$ cat src/rtl/ws2812_pkg.sv
// Shared types and default 100 MHz timing for the WS2812 serializer.
package ws2812_pkg;

    typedef enum logic [1:0] {
        ST_IDLE,
        ST_SEND,
        ST_LATCH
    } state_e;

    localparam int DEF_T0H       = 40;
    localparam int DEF_T1H       = 80;
    localparam int DEF_TBIT      = 125;
    localparam int DEF_RESET_CYC = 5000;
    localparam int NBITS         = 24;

    function automatic int cnt_width(int a, int b);
        return $clog2(a > b ? a : b);
    endfunction

    // Wire order on the LED line is G, R, B, each MSB-first.
    function automatic logic [23:0] to_grb(logic [23:0] rgb);
        return {rgb[15:8], rgb[23:16], rgb[7:0]};
    endfunction

endpackage

$ cat src/rtl/ws2812_bit_encoder.sv
// Per-bit timer: counts one bit period and decides the high/low phase.
module ws2812_bit_encoder
    import ws2812_pkg::*;
#(
    parameter int T0H  = DEF_T0H,
    parameter int T1H  = DEF_T1H,
    parameter int TBIT = DEF_TBIT,
    parameter int CW   = cnt_width(DEF_TBIT, DEF_RESET_CYC)
) (
    input  logic clk,
    input  logic resetn,
    input  logic start,
    input  logic bit_val,
    output logic dout_next,
    output logic bit_done
);

    localparam logic [CW-1:0] T0H_C  = CW'(T0H);
    localparam logic [CW-1:0] T1H_C  = CW'(T1H);
    localparam logic [CW-1:0] LAST_C = CW'(TBIT - 1);

    logic          run_q, run_d;
    logic [CW-1:0] cnt_q, cnt_d;
    logic [CW-1:0] th;

    assign th        = bit_val ? T1H_C : T0H_C;
    assign bit_done  = run_q && (cnt_q == LAST_C);
    assign dout_next = run_q && (cnt_q < th);

    // A start on the terminal cycle chains the next bit with no gap.
    always_comb begin
        run_d = run_q;
        cnt_d = cnt_q;
        if (start) begin
            run_d = 1'b1;
            cnt_d = '0;
        end else if (bit_done) begin
            run_d = 1'b0;
            cnt_d = '0;
        end else if (run_q) begin
            cnt_d = cnt_q + 1'b1;
        end
    end

    always_ff @(posedge clk) begin
        if (!resetn) begin
            run_q <= 1'b0;
            cnt_q <= '0;
        end else begin
            run_q <= run_d;
            cnt_q <= cnt_d;
        end
    end

endmodule

$ cat src/rtl/ws2812_serializer.sv
// WS2812 single-wire serializer: one-entry hold buffer, GRB shifter,
// bit timer and latch gap, with led_dout registered.
module ws2812_serializer
    import ws2812_pkg::*;
#(
    parameter int T0H       = DEF_T0H,
    parameter int T1H       = DEF_T1H,
    parameter int TBIT      = DEF_TBIT,
    parameter int RESET_CYC = DEF_RESET_CYC
) (
    input  logic        clk,
    input  logic        resetn,
    input  logic [23:0] rgb_data_in,
    input  logic        rgb_valid,
    input  logic        rgb_last,
    output logic        rgb_ready,
    output logic        led_dout,
    output logic        busy
);

    localparam int            CW       = cnt_width(TBIT, RESET_CYC);
    localparam logic [CW-1:0] LAT_LAST = CW'(RESET_CYC - 1);
    localparam logic [4:0]    BIT_LAST = 5'(NBITS - 1);

    logic [23:0]   hold_q, hold_d;
    logic          hold_last_q, hold_last_d;
    logic          hold_full_q, hold_full_d;

    state_e        state_q;
    logic [23:0]   sh_q;
    logic [4:0]    bitn_q;
    logic          cur_last_q;
    logic [CW-1:0] lcnt_q;
    logic          dout_q;

    logic          acc, take, start, last_bit;
    logic          dout_next, bit_done;

    assign rgb_ready = !hold_full_q;
    assign busy      = (state_q != ST_IDLE);
    assign led_dout  = dout_q;

    assign acc      = rgb_valid && !hold_full_q;
    assign last_bit = (bitn_q == BIT_LAST);
    assign take     = hold_full_q
                   && ((state_q == ST_IDLE)
                    || (state_q == ST_SEND && bit_done && last_bit));
    assign start    = take
                   || (state_q == ST_SEND && bit_done && !last_bit);

    ws2812_bit_encoder #(
        .T0H  (T0H),
        .T1H  (T1H),
        .TBIT (TBIT),
        .CW   (CW)
    ) u_enc (
        .clk       (clk),
        .resetn    (resetn),
        .start     (start),
        .bit_val   (sh_q[23]),
        .dout_next (dout_next),
        .bit_done  (bit_done)
    );

    // acc needs an empty hold and take a full one, so they never collide.
    always_comb begin
        hold_d      = hold_q;
        hold_last_d = hold_last_q;
        hold_full_d = hold_full_q;
        if (take) begin
            hold_full_d = 1'b0;
        end else if (acc) begin
            hold_full_d = 1'b1;
            hold_d      = rgb_data_in;
            hold_last_d = rgb_last;
        end
    end

    always_ff @(posedge clk) begin
        if (!resetn) begin
            hold_q      <= '0;
            hold_last_q <= 1'b0;
            hold_full_q <= 1'b0;
        end else begin
            hold_q      <= hold_d;
            hold_last_q <= hold_last_d;
            hold_full_q <= hold_full_d;
        end
    end

    always_ff @(posedge clk) begin
        if (!resetn) begin
            state_q    <= ST_LATCH;
            sh_q       <= '0;
            bitn_q     <= '0;
            cur_last_q <= 1'b0;
            lcnt_q     <= '0;
            dout_q     <= 1'b0;
        end else begin
            dout_q <= (state_q == ST_SEND) && dout_next;
            unique case (state_q)
                ST_IDLE: begin
                    if (take) begin
                        sh_q       <= to_grb(hold_q);
                        cur_last_q <= hold_last_q;
                        bitn_q     <= '0;
                        state_q    <= ST_SEND;
                    end
                end
                ST_SEND: begin
                    if (bit_done) begin
                        if (!last_bit) begin
                            sh_q   <= {sh_q[22:0], 1'b0};
                            bitn_q <= bitn_q + 5'd1;
                        end else if (take) begin
                            sh_q       <= to_grb(hold_q);
                            cur_last_q <= hold_last_q;
                            bitn_q     <= '0;
                        end else if (cur_last_q) begin
                            bitn_q  <= '0;
                            lcnt_q  <= '0;
                            state_q <= ST_LATCH;
                        end else begin
                            bitn_q  <= '0;
                            state_q <= ST_IDLE;
                        end
                    end
                end
                ST_LATCH: begin
                    if (lcnt_q == LAT_LAST) begin
                        lcnt_q  <= '0;
                        state_q <= ST_IDLE;
                    end else begin
                        lcnt_q <= lcnt_q + 1'b1;
                    end
                end
                default: state_q <= ST_LATCH;
            endcase
        end
    end

endmodule

$ cat config.mk
export PLATFORM = sky130hd
export DESIGN_NAME = ws2812_serializer
export DESIGN_NICKNAME = d
export VERILOG_FILES = /design/src/rtl/ws2812_pkg.sv /design/src/rtl/ws2812_bit_encoder.sv /design/src/rtl/ws2812_serializer.sv
export SDC_FILE = /design/constraint.sdc
export NUM_CORES = 1
export LEC_CHECK = 0
export BUFFER_PORTS_ARGS = -buffer_cell sky130_fd_sc_hd__buf_4
export CORE_AREA = 2 2 93 95
export DETAILED_ROUTE_END_ITERATION = 6
export DIE_AREA = 0 0 95 97
export HOLD_SLACK_MARGIN = 0.12
export PLACE_DENSITY = 0.67
export SLEW_MARGIN = 40
export SYNTH_ARGS = -nofsm -noshare
export SYNTH_HDL_FRONTEND = slang
export SYNTH_SLANG_ARGS = --single-unit
$ cat constraint.sdc
create_clock -name clk -period 5.6 [get_ports clk]
set_input_delay 0.84 -clock clk [delete_from_list [all_inputs] [get_ports clk]]
set_output_delay 0.84 -clock clk [all_outputs]
set_load 0.03 [all_outputs]
# After elaboration in Yosys (flattened, before gate mapping)
# Index checks and enable logic that the tools add are counted.
[totals]
register_bits = 86
in_bits = 28
output_inout_bits = 3
wordCells = 81
[op_classes]
addsub = 3
n_lt_le_gt_ge = 1
eq_ne = 11
n_mux = 28
n_bitwise = 2
n_reduce_logical = 25
[ops]
columns = ["cell", "n"]
rows = [
  ["$mux 24", 3],
  ["$mux 13", 5],
  ["$pmux 24 s2", 1],
  ["$add 13x1->13 const B", 2],
  ["$pmux 13 s2", 1],
  ["$mux 5", 3],
  ["$eq 13x13->1 const B", 1],
  ["$eq 13x7->1 const B", 1],
  ["$lt 13x13->1", 1],
  ["$mux 2", 6],
  ["$ne 2x2->1 const B", 6],
  ["$pmux 5 s2", 1],
  ["$reduce_and 5->1", 2],
  ["$logic_and 1x1->1", 8],
  ["$reduce_bool 2->1", 4],
  ["$mux 7", 1],
  ["$pmux 2 s3", 1],
  ["$reduce_and 3->1", 2],
  ["$add 5x1->5 const B", 1],
  ["$eq 5x5->1 const B", 1],
  ["$mux 1", 5],
  ["$reduce_and 2->1", 2],
  ["$reduce_or 3->1", 1],
  ["$eq 2x1->1 const B", 1],
  ["other kinds (7)", 10],
]

# Logic depth before layout (Yosys ltp)
# Gate-level depths: netlist (run 1).
[logic_depth]
word_depth = 10
ltp_mapped = 9
ltp_nobuf = 7

# Hierarchy
# Synthesis (run 1) repeated with hierarchy kept, for this count alone.
[hier_totals]
cells_unflattened = 425
hier_area_um2 = 3813.7
[modules_own_cells]
columns = ["module", "instances", "cells_per_inst", "area_per_inst_um2"]
rows = [
  ["ws2812_serializer", 1, 343, 3083.0],
  ["ws2812_bit_encoder", 1, 82, 730.7],
]

# Worst setup path after synthesis (run 1)
# No wires, ideal clock.
[synth_timing]
path_type = "in2reg"
start = "input port resetn"
end = "register sh_q[10]"
setup_time_ns = 0.058
t_arrival_ns = 1.884
required_time_ns = 5.542
slack_ns = 3.658
path_stages = 5
path_cell_list = "clkbuf_1 nand2b_1 a21oi_1 clkbuf_1 a22o_2"
[synth_rtl]
columns = ["item", "line", "source"]
rows = [
  ["start, declared", "ws2812_serializer.sv:12", "input logic resetn,"],
  ["end signal, assigned", "ws2812_serializer.sv:104", "sh_q <= to_grb(hold_q);"],
  ["end signal, assigned", "ws2812_serializer.sv:113", "sh_q <= {sh_q[22:0], 1'b0};"],
  ["end signal, assigned", "ws2812_serializer.sv:116", "sh_q <= to_grb(hold_q);"],
  ["end, declared", "ws2812_serializer.sv:30", "logic [23:0] sh_q;"],
]

# Worst setup path in the final report (run 1)
[layout_timing]
start = "register u_enc.cnt_q[0]"
end = "register sh_q[4]"
[layout_between]
elab_chain_cells = 10
elab_cells_between_ends = 12
[layout_lines]
columns = ["item", "line", "source"]
rows = [
  ["start, declared", "ws2812_bit_encoder.sv:23", "logic [CW-1:0] cnt_q, cnt_d;"],
  ["start signal, assigned", "ws2812_bit_encoder.sv:51", "cnt_q <= cnt_d;"],
  ["$eq 13x7->1 (*)", "ws2812_bit_encoder.sv:27", "assign bit_done = run_q && (cnt_q == LAST_C);"],
  ["$logic_and 1x1->1 (*)", "ws2812_bit_encoder.sv:27", ""],
  ["$logic_and 1x1->1 (2 in a row)", "ws2812_serializer.sv:47", "|| (state_q == ST_SEND && bit_done && last_bit));"],
  ["$logic_or 1x1->1", "ws2812_serializer.sv:47", ""],
  ["$logic_and 1x1->1", "ws2812_serializer.sv:46", "&& ((state_q == ST_IDLE)"],
  ["$mux 24 (3 in a row)", "n/a", ""],
  ["$pmux 24 s2", "n/a", ""],
]
# Mark *: on every way between the ends. The rest lies on a longest branch, timed or not. The select of a mux whose other input is x is not followed.
# A chain may end at the register's enable or synchronous reset.

==> results.txt, run 1 <==
----------------------------------------------------
[Timing]
  Unrepaired setup endpoints after global routing ... false
  Worst-Margin Slew ... 0.658 ns
  Headroom to the max-slew limit ... 56.1%
  Worst setup skew after layout ... 0.00922 ns
  Number of slew-limit violations in the final report ... 0
  Achievable Freq ... 401 MHz
  Final setup violating endpoints ... 0
  Final hold vios ... 0
  Share of the clock period used by the worst path ... ~45%
  Final Critical Period ... 2.49 ns
  Setup TNS ... 0 ns

[Route]
  Vias post-DR ... 3,258
  Via density per instance ... 5.48
  Avg WL per Cell ... 13.6 um
  Number of design-rule violations left by the first detailed-router iteration ... 98
  DR pass1 iterations ... 5
  Total wire length ... about 8000 um
  Antenna-violating nets left ... 0
  Drt drc ... 0

[GRT]
  Maximum number of pins on one net before global-route repair ... 34
  GRT Total Usage ... 18.8%
  GR Util met2 ... roughly 30%
  Vias in the first global route ... 2,971
  Met1 capacity usage during global routing ... 25.5%
  Met3 track demand over resource ... 5.61%
  First-pass GRT wire length ... 13,900 um
  Highest-utilization routing layer at the global route stage ... met2
  Remaining global-route overflow ... 0
  Number of antenna violations at the first check in global routing ... 0

[Critical path]
  Arrival time reported for the critical path endpoint ... 2.78 ns
  CP startpoint kind ... flop
  Classification of the worst setup path ... reg -> reg
  Critical Path End Type ... flop
  Reg2Reg Depth ... 8
  Critical Path RT ... roughly 5.9 ns
  Delay of the slowest critical-path stage ... 0.67 ns
  Critical path buffers and inverters ... 2
  List of cells traversed by the critical path ... inv_1 -> ha_1 -> and4bb_2 -> nand4_4 -> or3_1 -> buf_4 -> o21ai_0 -> a22o_1
  Critical path's top delay family ... simple AND/OR/NAND/NOR gates
  Largest fanout on the critical path ... 15
  Cell at the slowest stage of the critical path ... sky130_fd_sc_hd__or3_1
  R2R Setup Slk ... 3.11 ns
  Startpoint of the worst register-to-register path ... u_enc.cnt_q[0]$_SDFFE_PP0P_
  R2R Path End ... sh_q[4]$_SDFFE_PN0P_

[Synth]
  Share of Yosys cell area claimed by the top area cell type ... 42.7%
  Cell type with the largest total area after synthesis ... sky130_fd_sc_hd__dfxtp_1
  Total of warnings raised by yosys ... 0
  Post-synthesis instance total ... 467
  Count of different cell masters after synthesis ... 54
  Post-synth ARST share ... 0%
  Synthesized netlist net count ... approximately 500
  Most used flip-flop cell after synthesis ... sky130_fd_sc_hd__dfxtp_1
  Most repeated cell in the gate-level netlist after synthesis ... sky130_fd_sc_hd__dfxtp_1
  Combined area of all synthesized cells ... roughly 4000 sq um
  Part of the Yosys area used for sequential elements ... 42.7%
  Flops & latches, synth ... 86
  Cells taking the most area after synthesis ... sky130_fd_sc_hd__dfxtp_1 43%, sky130_fd_sc_hd__nand2_1 6.1%, sky130_fd_sc_hd__a21oi_1 4.7%
  Top cells by count, synth ... 86 x sky130_fd_sc_hd__dfxtp_1, 66 x sky130_fd_sc_hd__nand2_1, 38 x sky130_fd_sc_hd__a21oi_1
  EDFF count, synth ... 0
  Mean post-synth cell area ... 8.64 sq um

[Clock network]
  Clock-pin slew on the worst setup and hold paths ... 0.08 ns
  Number of buffers inserted during clock tree synthesis ... 9
  CTS root buf ... sky130_fd_sc_hd__clkbuf_8
  Maximum level of the CTS H-tree ... 3
  Total setup buffers inserted after CTS ... 0
  Post-cts sizing count ... 0
  Post-cts hold buffer count ... 0
  Number of buffers between clock root and the deepest sink ... 2
  Number of clock sinks seen by CTS ... 86
  Clock latency at the later pin of the worst-skew pair ... about 0.35 ns
  CTS tree ... done

[Hold path]
  Class of the tightest hold or removal check ... reg -> reg
  Startpoint of the tightest hold check path ... hold_q[17]$_SDFFE_PN0P_
  Hold depth ... 2
  Worst hold endpoint ... hold_q[17]$_SDFFE_PN0P_

[Cells and area]
  Layout-stage area growth over the synthesis result ... 11.4%
  Antenna diode count ... 0
  Fraction of the core area covered by cells at the end of the flow ... between 50% and 60%
  Fraction of final layout cells sized beyond drive strength 1 ... 18.2%
  Post-layout instance area ... 4490 sq um
  Layout fillers ... 750
  Number of nets in the layout ... 520

[Die]
  I/O pin count ... 31
  Horiz. Die Dim ... 95 um
  Initial Util ... around 50%
  Die height ... about 97 um
  Placeable core region ... 8130 sq um
  Die area ... 9220 sq um
  Number of placement rows ... 33

[Power]
  Total chip power ... 0.00116 W
  Leakage dissipation ... 1.63 nW
  Internal power ... 0.000895 W
  Logic gate share of total power ... 5.8%
  Sw Pwr ... 0.000266 W
  Power per cell area ... 258 nW/um^2
  Sequential group share of total power ... a little under three fifths
  Clock network fraction of design power ... 38.8%
  Sw Share ... between 20% and 30%
  Largest vdd supply drop ... around 0.00012 V

[Place]
  Routability-driven placement congestion ratio ... 0.837
  Buffers on Ports ... 30
  Placed Instance Area ... ~4300 sq um
  HPWL after detailed placement ... 5280 um

[Outcome]
  Status ... finished clean

[Run]
  Max-cap violation count ... 0

----------------------------------------------------
## layout make-up
class | instances | area (sq um) | area share (%)
multi-input combinational | 323 | 2060 | 45.9
sequential | 86 | 1720 | 38.3
timing repair buffer | 34 | 255 | 5.68
clock buffer | 12 | 165 | 3.68
tap | 105 | 131 | 2.92
inverter | 31 | 116 | 2.59
clock inverter | 3 | 42.5 | 0.947
## cells by family (layout without fill, tap and decap cells)
group                      after synthesis  count (layout)  synth area share, %
xor gates and xnor gates                12              12                 2.61
DFF                                     86              86                 42.7
buffers and inverters                   58              80                 6.64
and+or+nand+nor                        151             151                 19.1
AOI/OAI and AO/OA                      150             150                 26.1
adders and majority gates                7               7                 2.17
muxes                                    3               3                0.745
## worst max path at each step
stage	endpoint	startpoint	cells past startpoint	slack (ns)
6_report	sh_q[4]$_SDFFE_PN0P_	u_enc.cnt_q[0]$_SDFFE_PP0P_	8	3.11
4_1_cts	sh_q[4]$_SDFFE_PN0P_	u_enc.cnt_q[0]$_SDFFE_PP0P_	8	3.08
5_1_grt	sh_q[4]$_SDFFE_PN0P_	u_enc.cnt_q[9]$_SDFFE_PP0P_	6	2.97
3_3_place_gp	sh_q[10]$_SDFFE_PN0P_	resetn	5	3.07
2_1_floorplan	sh_q[10]$_SDFFE_PN0P_	resetn	5	3.66
3_5_place_dp	sh_q[4]$_SDFFE_PN0P_	u_enc.cnt_q[0]$_SDFFE_PP0P_	8	3.12
## worst register-to-register path: stages, from the launching register on
cell                       delay, ns
sky130_fd_sc_hd__dfxtp_1        0.34
sky130_fd_sc_hd__inv_1          0.10
sky130_fd_sc_hd__ha_1           0.15
sky130_fd_sc_hd__and4bb_2       0.28
sky130_fd_sc_hd__nand4_4        0.18
sky130_fd_sc_hd__or3_1          0.67
sky130_fd_sc_hd__buf_4          0.33
sky130_fd_sc_hd__o21ai_0        0.23
sky130_fd_sc_hd__a22o_1         0.16
## state kept, by name, indices dropped and copies added, names as in the netlist
name / flops
hold_last_q: 1
sh_q: 24
hold_full_q: 1
bitn_q: 5
state_q: 2
u_enc.run_q: 1
led_dout: 1
cur_last_q: 1
lcnt_q: 13
hold_q: 24
u_enc.cnt_q: 13
## power groups by stage
stage          sequential, W  combinational, W  clock, W
6_report            0.000643         0.0000672  0.000451
5_1_grt             0.000646         0.0000773  0.000487
4_1_cts             0.000643         0.0000688  0.000467
3_5_place_dp        0.000658         0.0000684         0
3_3_place_gp        0.000657         0.0000661         0
2_1_floorplan       0.000653         0.0000451         0
## cell usage in the layout (no fill, tap or decap), types with 4 or more instances in the layout
cell,Yosys,routed
sky130_fd_sc_hd__a31oi_1,4,4
sky130_fd_sc_hd__inv_1,31,30
sky130_fd_sc_hd__dfxtp_1,86,86
sky130_fd_sc_hd__o21ai_0,25,25
sky130_fd_sc_hd__a22oi_1,24,24
sky130_fd_sc_hd__clkbuf_8,0,12
sky130_fd_sc_hd__o21ai_2,18,18
sky130_fd_sc_hd__a21oi_1,38,38
sky130_fd_sc_hd__nand4_1,6,6
sky130_fd_sc_hd__nand2_1,66,65
sky130_fd_sc_hd__buf_4,2,34
sky130_fd_sc_hd__nand3_1,15,15
sky130_fd_sc_hd__a22o_1,16,16
sky130_fd_sc_hd__a22o_2,8,8
sky130_fd_sc_hd__nor2_1,27,26
sky130_fd_sc_hd__xor2_1,8,8
sky130_fd_sc_hd__ha_1,7,7
sky130_fd_sc_hd__xnor2_1,4,4
sky130_fd_sc_hd__and3_1,4,4
sky130_fd_sc_hd__nand2b_1,4,4
## per-stage QoR
stage,worst slack [ns],instances,hold WS [ns]
3_5_place_dp,3.12,579,0.455
3_3_place_gp,3.07,579,0.447
2_1_floorplan,3.66,467,0.435
5_1_grt,2.97,594,0.494
4_1_cts,3.08,594,0.468
6_report,3.11,594,0.473
## per-layer routing
layer | vias to the layer above | part of all wire [%]
met5 | - | 0
met4 | 0 | 0.90
met3 | 4 | 3.8
met2 | 56 | 47
met1 | 1501 | 48
li1 | 1697 | -
Note: power is estimated with default switching activity, not from simulation.
==> run 2: changes to the inputs <==
- PLACE_DENSITY: 0.67 -> 0.7
- clock period: 5.6 -> 2.1 ns (I/O delays scaled with it)
==> results.txt, run 2 (same netlist as run 1, synthesis figures left out) <==
----------------------------------------------------
[Cells and area]
  Area occupied by registers ... 1720 sq um (unchanged)
  Most frequent cells in the layout ... 86 x sky130_fd_sc_hd__dfxtp_1, 66 x sky130_fd_sc_hd__nand2_1, 54 x sky130_fd_sc_hd__buf_4, 38 x sky130_fd_sc_hd__a21oi_1, 31 x sky130_fd_sc_hd__inv_1
  Layout-stage area growth over the synthesis result ... 16.1%
  Most common cell after layout, fill and taps aside ... sky130_fd_sc_hd__dfxtp_1
  Number of nets in the layout ... 541 (+4.0%)
  Fraction of final layout cells sized beyond drive strength 1 ... 21.7% (+3.5 points)
  Antenna diode count ... 0 (unchanged)
  Layout fillers ... 747 (-0.40%)
  Final instance count without filler cells ... 616 (+3.7%)
  Top flop regs ... hold_q: 24 flops, sh_q: 24 flops
  Footprint of the multi-input gates ... 2050 sq um (-0.30%)

[Route]
  Avg WL per Cell ... 13.7 um (about the same)
  Vias post-DR ... 3,389 (+4.0%)
  Number of design-rule violations left by the first detailed-router iteration ... 142 (+45%)
  DR pass1 iterations ... 4 (-1)
  Via density per instance ... 5.50 (+0.31%)
  Drt drc ... 0 (unchanged)
  Total wire length ... 8410 um (+3.8%)
  Antenna-violating nets left ... 0 (unchanged)

[GRT]
  Remaining global-route overflow ... 0 (unchanged)
  Vias in the first global route ... 3,181 (+7.1%)
  Maximum number of pins on one net before global-route repair ... 33 (-2.9%)
  Number of antenna violations at the first check in global routing ... 0 (unchanged)
  GRT Total Usage ... 19.2% (+0.40 points)
  First-pass GRT wire length ... 14,500 um (+4.2%)

[Critical path]
  Arrival time reported for the critical path endpoint ... 2.30 ns (-0.48 ns)
  R2R Setup Slk ... 0.09 ns (-3.01 ns)
  Critical path buffers and inverters ... 2 (unchanged)
  Crit. path cell count ... 8 (unchanged)
  Reg2Reg Depth ... 8 (unchanged)
  Critical Path End Type ... flop
  List of cells traversed by the critical path ... inv_1 -> ha_1 -> and4bb_2 -> nand4_4 -> or3_4 -> buf_4 -> o21ai_0 -> a22o_1
  Largest fanout on the critical path ... 13 (-2)
  Crit path capture ... sh_q[1]$_SDFFE_PN0P_
  Worst Setup SP ... u_enc.cnt_q[0]$_SDFFE_PP0P_
  Critical Path RT ... 2.40 ns (-3.49 ns)
  Cell at the slowest stage of the critical path ... sky130_fd_sc_hd__or3_4
  Classification of the worst setup path ... reg -> reg
  Startpoint of the worst register-to-register path ... u_enc.cnt_q[0]$_SDFFE_PP0P_
  R2R Path End ... sh_q[1]$_SDFFE_PN0P_
  Critical path's top delay family ... simple AND/OR/NAND/NOR gates
  CP startpoint kind ... flop
  Delay of the slowest critical-path stage ... 0.41 ns (-0.26 ns)

[Clock network]
  Post-cts hold buffer count ... 0 (unchanged)
  Number of buffers inserted during clock tree synthesis ... 9 (unchanged)
  Clock latency at the later pin of the worst-skew pair ... 0.35 ns (about the same)
  Total setup buffers inserted after CTS ... 0 (unchanged)
  Maximum level of the CTS H-tree ... 3 (unchanged)
  CTS root buf ... sky130_fd_sc_hd__clkbuf_8
  Clock-pin slew on the worst setup and hold paths ... 0.09 ns (about the same)
  Number of clock sinks seen by CTS ... 86 (unchanged)
  CTS tree ... done
  Number of buffers between clock root and the deepest sink ... 2 (unchanged)

[Timing]
  Final hold vios ... 0 (unchanged)
  Final setup violating endpoints ... 0 (unchanged)
  Headroom to the max-slew limit ... 67.8% (+12 points)
  Worst-Margin Slew ... 0.481 ns (-0.177 ns)
  Worst setup skew after layout ... 0.0137 ns (+0.00444 ns)
  Unrepaired setup endpoints after global routing ... false
  Share of the clock period used by the worst path ... 95.5% (+51 points)
  Number of slew-limit violations in the final report ... 0 (unchanged)
  Setup TNS ... 0 ns (unchanged)
  Final Critical Period ... 2.01 ns (-0.487 ns)
  Achievable Freq ... 498 MHz (+24%)

[Place]
  HPWL after detailed placement ... 5670 um (+7.3%)
  Buffers on Ports ... 30 (unchanged)
  Routability-driven placement congestion ratio ... 0.799 (-4.5%)
  Number of placed instances, taps included ... 600 (+3.6%)

[Power]
  Clock network fraction of design power ... 40.9% (+2.1 points)
  Largest vdd supply drop ... 0.000265 V (+120%)
  Sw Pwr ... 0.000763 W (+190%)
  Logic gate share of total power ... 6.0% (+0.2 points)
  Leakage dissipation ... 1.75 nW (+7.2%)
  Power per cell area ... 690 nW/um^2 (+170%)
  Internal power ... 0.00247 W (+180%)
  Sw Share ... 23.6% (+0.73 points)
  Sequential group share of total power ... 53.1% (-2.3 points)

[Die]
  I/O pin count ... 31 (unchanged)
  Placeable core region ... 8130 sq um (unchanged)
  Initial Util ... 49.6% (unchanged)
  Die area ... 9220 sq um (unchanged)
  Number of placement rows ... 33 (unchanged)
  Horiz. Die Dim ... 95 um (unchanged)
  Die height ... 97 um (unchanged)

[Run]
  Max-cap violation count ... 0 (unchanged)

[Outcome]
  Status ... finished clean

[Hold path]
  Class of the tightest hold or removal check ... in -> reg

----------------------------------------------------
## run 2: changes by cell type in the layout (fill, tap and decap cells not counted), moves of 2 or more
| cell | change |
|---|---|
| sky130_fd_sc_hd__clkbuf_8 | -2 |
| sky130_fd_sc_hd__buf_4 | +20 |
| sky130_fd_sc_hd__clkinv_4 | +2 |
| sky130_fd_sc_hd__o21ai_1 | +3 |
| sky130_fd_sc_hd__o21ai_0 | -3 |
## run 2: final cells by class
class / count / share of cell area (%)
Sequential cell: 86 / 36.8
Timing Repair Buffer: 55 / 9.09
Inverter: 31 / 2.49
Clock buffer: 10 / 2.94
Multi-Input combinational cell: 323 / 43.9
Tap cell: 105 / 2.81
Clock inverter: 6 / 2.00
## run 2: repair_timing
| item | in CTS | in global routing |
|---|---|---|
| hold endpoints to repair | 0 | 0 |
| setup endpoints to repair | 0 | 21 |
| gates resized for setup | 0 | 6 |
## run 2: how the worst min path moves through the flow
stage / end / depth (start not counted) / slack (ns) / start
after floorplan: lcnt_q[12]$_SDFFE_PN0P_ / 1 / 0.44 / lcnt_q[12]$_SDFFE_PN0P_
after global placement: hold_q[0]$_SDFFE_PN0P_ / 2 / 0.45 / hold_q[0]$_SDFFE_PN0P_
after detailed placement: hold_q[0]$_SDFFE_PN0P_ / 2 / 0.45 / hold_q[0]$_SDFFE_PN0P_
after CTS: hold_q[8]$_SDFFE_PN0P_ / 3 / 0.18 / rgb_data_in[8]
after global routing: hold_q[20]$_SDFFE_PN0P_ / 3 / 0.19 / rgb_data_in[20]
final: hold_q[16]$_SDFFE_PN0P_ / 3 / 0.20 / rgb_data_in[16]
## run 2: power by group through the flow
stage	Sequential [W]	Clock (W)	Combinational [W]
after floorplan	0.00174	0	0.000120
after global placement	0.00175	0	0.000188
after detailed placement	0.00175	0	0.000193
after CTS	0.00171	0.00135	0.000194
after global routing	0.00172	0.00142	0.000219
final	0.00171	0.00132	0.000193
## run 2: per-layer routing
layer,GRT usage [%],up-vias,share of wire (%)
li1,-,1743,-
met1,26.9,1585,48
met2,30.3,50,47
met3,3.12,11,3.4
met4,5.69,0,1.3
met5,0,-,0
## run 2: tightest hold or removal path, delay by kind of cell
family,cells,cell delay [ns]
buffers and inverters,1,0.11
and+or+nand+nor,1,0.04
AOI/OAI and AO/OA,1,0.05
## run 2: stage by stage
| stage | setup WS (ns) | utilization (%) | area (sq um) | hold slack [ns] | power [W] |
|---|---|---|---|---|---|
| floorplan | 0.227 | - | 4030 | 0.435 | 0.00186 |
| global placement | 0.122 | 54.6 | 4440 | 0.451 | 0.00194 |
| detailed placement | 0.0722 | 54.6 | 4440 | 0.452 | 0.00195 |
| CTS | 0.0514 | 57.4 | 4670 | 0.185 | 0.00326 |
| global route | 0.00155 | 57.5 | 4680 | 0.194 | 0.00336 |
| finish | 0.0939 | 57.5 | 4680 | 0.195 | 0.00323 |
==> run 3: changes to the inputs <==
- PLACE_DENSITY: 0.7 -> 0.67
- clock period: 2.1 -> 2.5 ns (I/O delays scaled with it)
==> results.txt, run 3 (same netlist as run 1, synthesis figures left out) <==
----------------------------------------------------
[Outcome]
  Status ... finished clean

[Cells and area]
  Most common cell after layout, fill and taps aside ... sky130_fd_sc_hd__dfxtp_1
  Number of nets in the layout ... 529 (-2.2%)
  Post-layout instance area ... 4580 sq um (-2.2%)
  Layout fillers ... 749 (+0.27%)
  Antenna diode count ... 0 (unchanged)
  Layout-stage area growth over the synthesis result ... 13.6%
  Fraction of final layout cells sized beyond drive strength 1 ... 19.2% (-2.5 points)
  Top flop regs ... hold_q: 24 flops, sh_q: 24 flops
  Most frequent cells in the layout ... 86 x sky130_fd_sc_hd__dfxtp_1, 66 x sky130_fd_sc_hd__nand2_1, 43 x sky130_fd_sc_hd__buf_4, 38 x sky130_fd_sc_hd__a21oi_1, 31 x sky130_fd_sc_hd__inv_1

[Die]
  Die area ... 9220 sq um (unchanged)
  Horiz. Die Dim ... 95 um (unchanged)
  Number of placement rows ... 33 (unchanged)
  Placeable core region ... 8130 sq um (unchanged)
  Die height ... 97 um (unchanged)
  Initial Util ... 49.6% (unchanged)
  I/O pin count ... 31 (unchanged)

[Clock network]
  Number of clock sinks seen by CTS ... 86 (unchanged)
  CTS root buf ... sky130_fd_sc_hd__clkbuf_8
  Total setup buffers inserted after CTS ... 0 (unchanged)
  Number of buffers between clock root and the deepest sink ... 2 (unchanged)
  Number of buffers inserted during clock tree synthesis ... 9 (unchanged)
  Clock-pin slew on the worst setup and hold paths ... 0.09 ns (about the same)
  Clock latency at the later pin of the worst-skew pair ... 0.35 ns (about the same)
  Maximum level of the CTS H-tree ... 3 (unchanged)
  CTS tree ... done
  Post-cts hold buffer count ... 0 (unchanged)
  Post-cts sizing count ... 0 (unchanged)

[Timing]
  Worst-Margin Slew ... 0.490 ns (+0.00865 ns)
  Share of the clock period used by the worst path ... 90.7% (-4.8 points)
  Worst setup skew after layout ... 0.0131 ns (-0.000528 ns)
  Unrepaired setup endpoints after global routing ... false
  Final setup violating endpoints ... 0 (unchanged)
  Final hold vios ... 0 (unchanged)
  Number of slew-limit violations in the final report ... 0 (unchanged)
  Setup TNS ... 0 ns (unchanged)
  Smallest hold slack ... 0.263 ns (+0.0676 ns)
  Headroom to the max-slew limit ... 67.1% (-0.77 points)
  Final Critical Period ... 2.27 ns (+0.262 ns)
  Post-route worst setup slack ... 0.232 ns (+0.138 ns)
  Achievable Freq ... 441 MHz (-12%)

[Route]
  Vias post-DR ... 3,326 (-1.9%)
  Antenna-violating nets left ... 0 (unchanged)
  DR pass1 iterations ... 4 (unchanged)
  Number of design-rule violations left by the first detailed-router iteration ... 159 (+12%)
  Avg WL per Cell ... 13.9 um (+1.7%)
  Via density per instance ... 5.51 (about the same)
  Total wire length ... 8390 um (-0.32%)
  Drt drc ... 0 (unchanged)

[Critical path]
  Arrival time reported for the critical path endpoint ... 2.56 ns (+0.26 ns)
  Critical Path End Type ... flop
  Largest fanout on the critical path ... 10 (-3)
  Critical Path RT ... 2.80 ns (+0.40 ns)
  CP startpoint kind ... flop
  Classification of the worst setup path ... reg -> reg

[Place]
  Routability-driven placement congestion ratio ... 0.774 (-3.2%)
  Pre-CTS worst setup slack ... 0.263 ns (+0.191 ns)
  Buffers on Ports ... 30 (unchanged)
  Placed Instance Area ... 4340 sq um (-2.3%)
  HPWL after detailed placement ... 5620 um (-0.78%)

[GRT]
  Vias in the first global route ... 2,963 (-6.9%)
  Remaining global-route overflow ... 0 (unchanged)
  Maximum number of pins on one net before global-route repair ... 26 (-21%)
  First-pass GRT wire length ... 14,200 um (-1.9%)
  GRT Total Usage ... 19.0% (-0.21 points)
  Number of antenna violations at the first check in global routing ... 0 (unchanged)

[Power]
  Total chip power ... 0.00274 W (-15%)
  Leakage dissipation ... 1.69 nW (-3.6%)
  Largest vdd supply drop ... 0.000371 V (+40%)
  Power per cell area ... 598 nW/um^2 (-13%)

[Hold path]
  Class of the tightest hold or removal check ... in -> reg

[Run]
  Max-cap violation count ... 0 (unchanged)

----------------------------------------------------
-- run 3: cell count changes in the layout (fill, tap and decap cells not counted), moves of 2 or more --
cell                       delta
sky130_fd_sc_hd__buf_4       -11
sky130_fd_sc_hd__o21ai_0      +3
sky130_fd_sc_hd__o21ai_1      -3
sky130_fd_sc_hd__clkbuf_8     +2
sky130_fd_sc_hd__clkinv_4     -2
-- run 3: power by group --
group          internal [W]  switching [W]
Sequential          0.00140      0.0000370
Combinational     0.0000678      0.0000898
Clock              0.000649       0.000492
-- run 3: final cells by class --
type,instances,area [sq um],area share [%]
Clock buffer,12,165,3.61
Multi-Input combinational cell,323,2050,44.7
Tap cell,105,131,2.87
Inverter,31,116,2.54
Sequential cell,86,1720,37.6
Timing Repair Buffer,43,323,7.05
Clock inverter,4,76.3,1.67
-- run 3: layer usage --
| layer | global-route usage, % | part of all wire [%] | wire length (um) | vias to the layer above |
|---|---|---|---|---|
| li1 | - | - | - | 1715 |
| met2 | 28.2 | 45 | 3800 | 48 |
| met1 | 27.8 | 51 | 4260 | 1551 |
| met5 | 0 | 0 | 0 | - |
| met3 | 3.50 | 2.6 | 222 | 12 |
| met4 | 5.80 | 1.3 | 110 | 0 |
-- run 3: worst paths after layout --
| path | end | slack, ns | depth (start not counted) | from |
|---|---|---|---|---|
| worst max-delay path | sh_q[20]$_SDFFE_PN0P_ | 0.23 | 8 | u_enc.cnt_q[0]$_SDFFE_PP0P_ |
| worst min-delay path | hold_q[22]$_SDFFE_PN0P_ | 0.26 | 3 | rgb_data_in[22] |
| worst min register to register | hold_q[0]$_SDFFE_PN0P_ | 0.47 | 2 | hold_q[0]$_SDFFE_PN0P_ |
| worst max register to register | sh_q[20]$_SDFFE_PN0P_ | 0.23 | 8 | u_enc.cnt_q[0]$_SDFFE_PP0P_ |
-- run 3: per-stage QoR --
step	cells	util, %
after floorplan	467	-
after global placement	588	53.3
after detailed placement	588	53.3
after CTS	604	56.3
after global routing	604	56.3
final	604	56.3
-- run 3: worst max-delay path, cell delays in order, from the launching register on --
cell	delay (ns)
sky130_fd_sc_hd__dfxtp_1	0.35
sky130_fd_sc_hd__inv_1	0.11
sky130_fd_sc_hd__ha_1	0.15
sky130_fd_sc_hd__and4bb_2	0.28
sky130_fd_sc_hd__nand4_4	0.17
sky130_fd_sc_hd__or3_1	0.61
sky130_fd_sc_hd__buf_4	0.29
sky130_fd_sc_hd__o21ai_2	0.12
sky130_fd_sc_hd__a22o_1	0.13
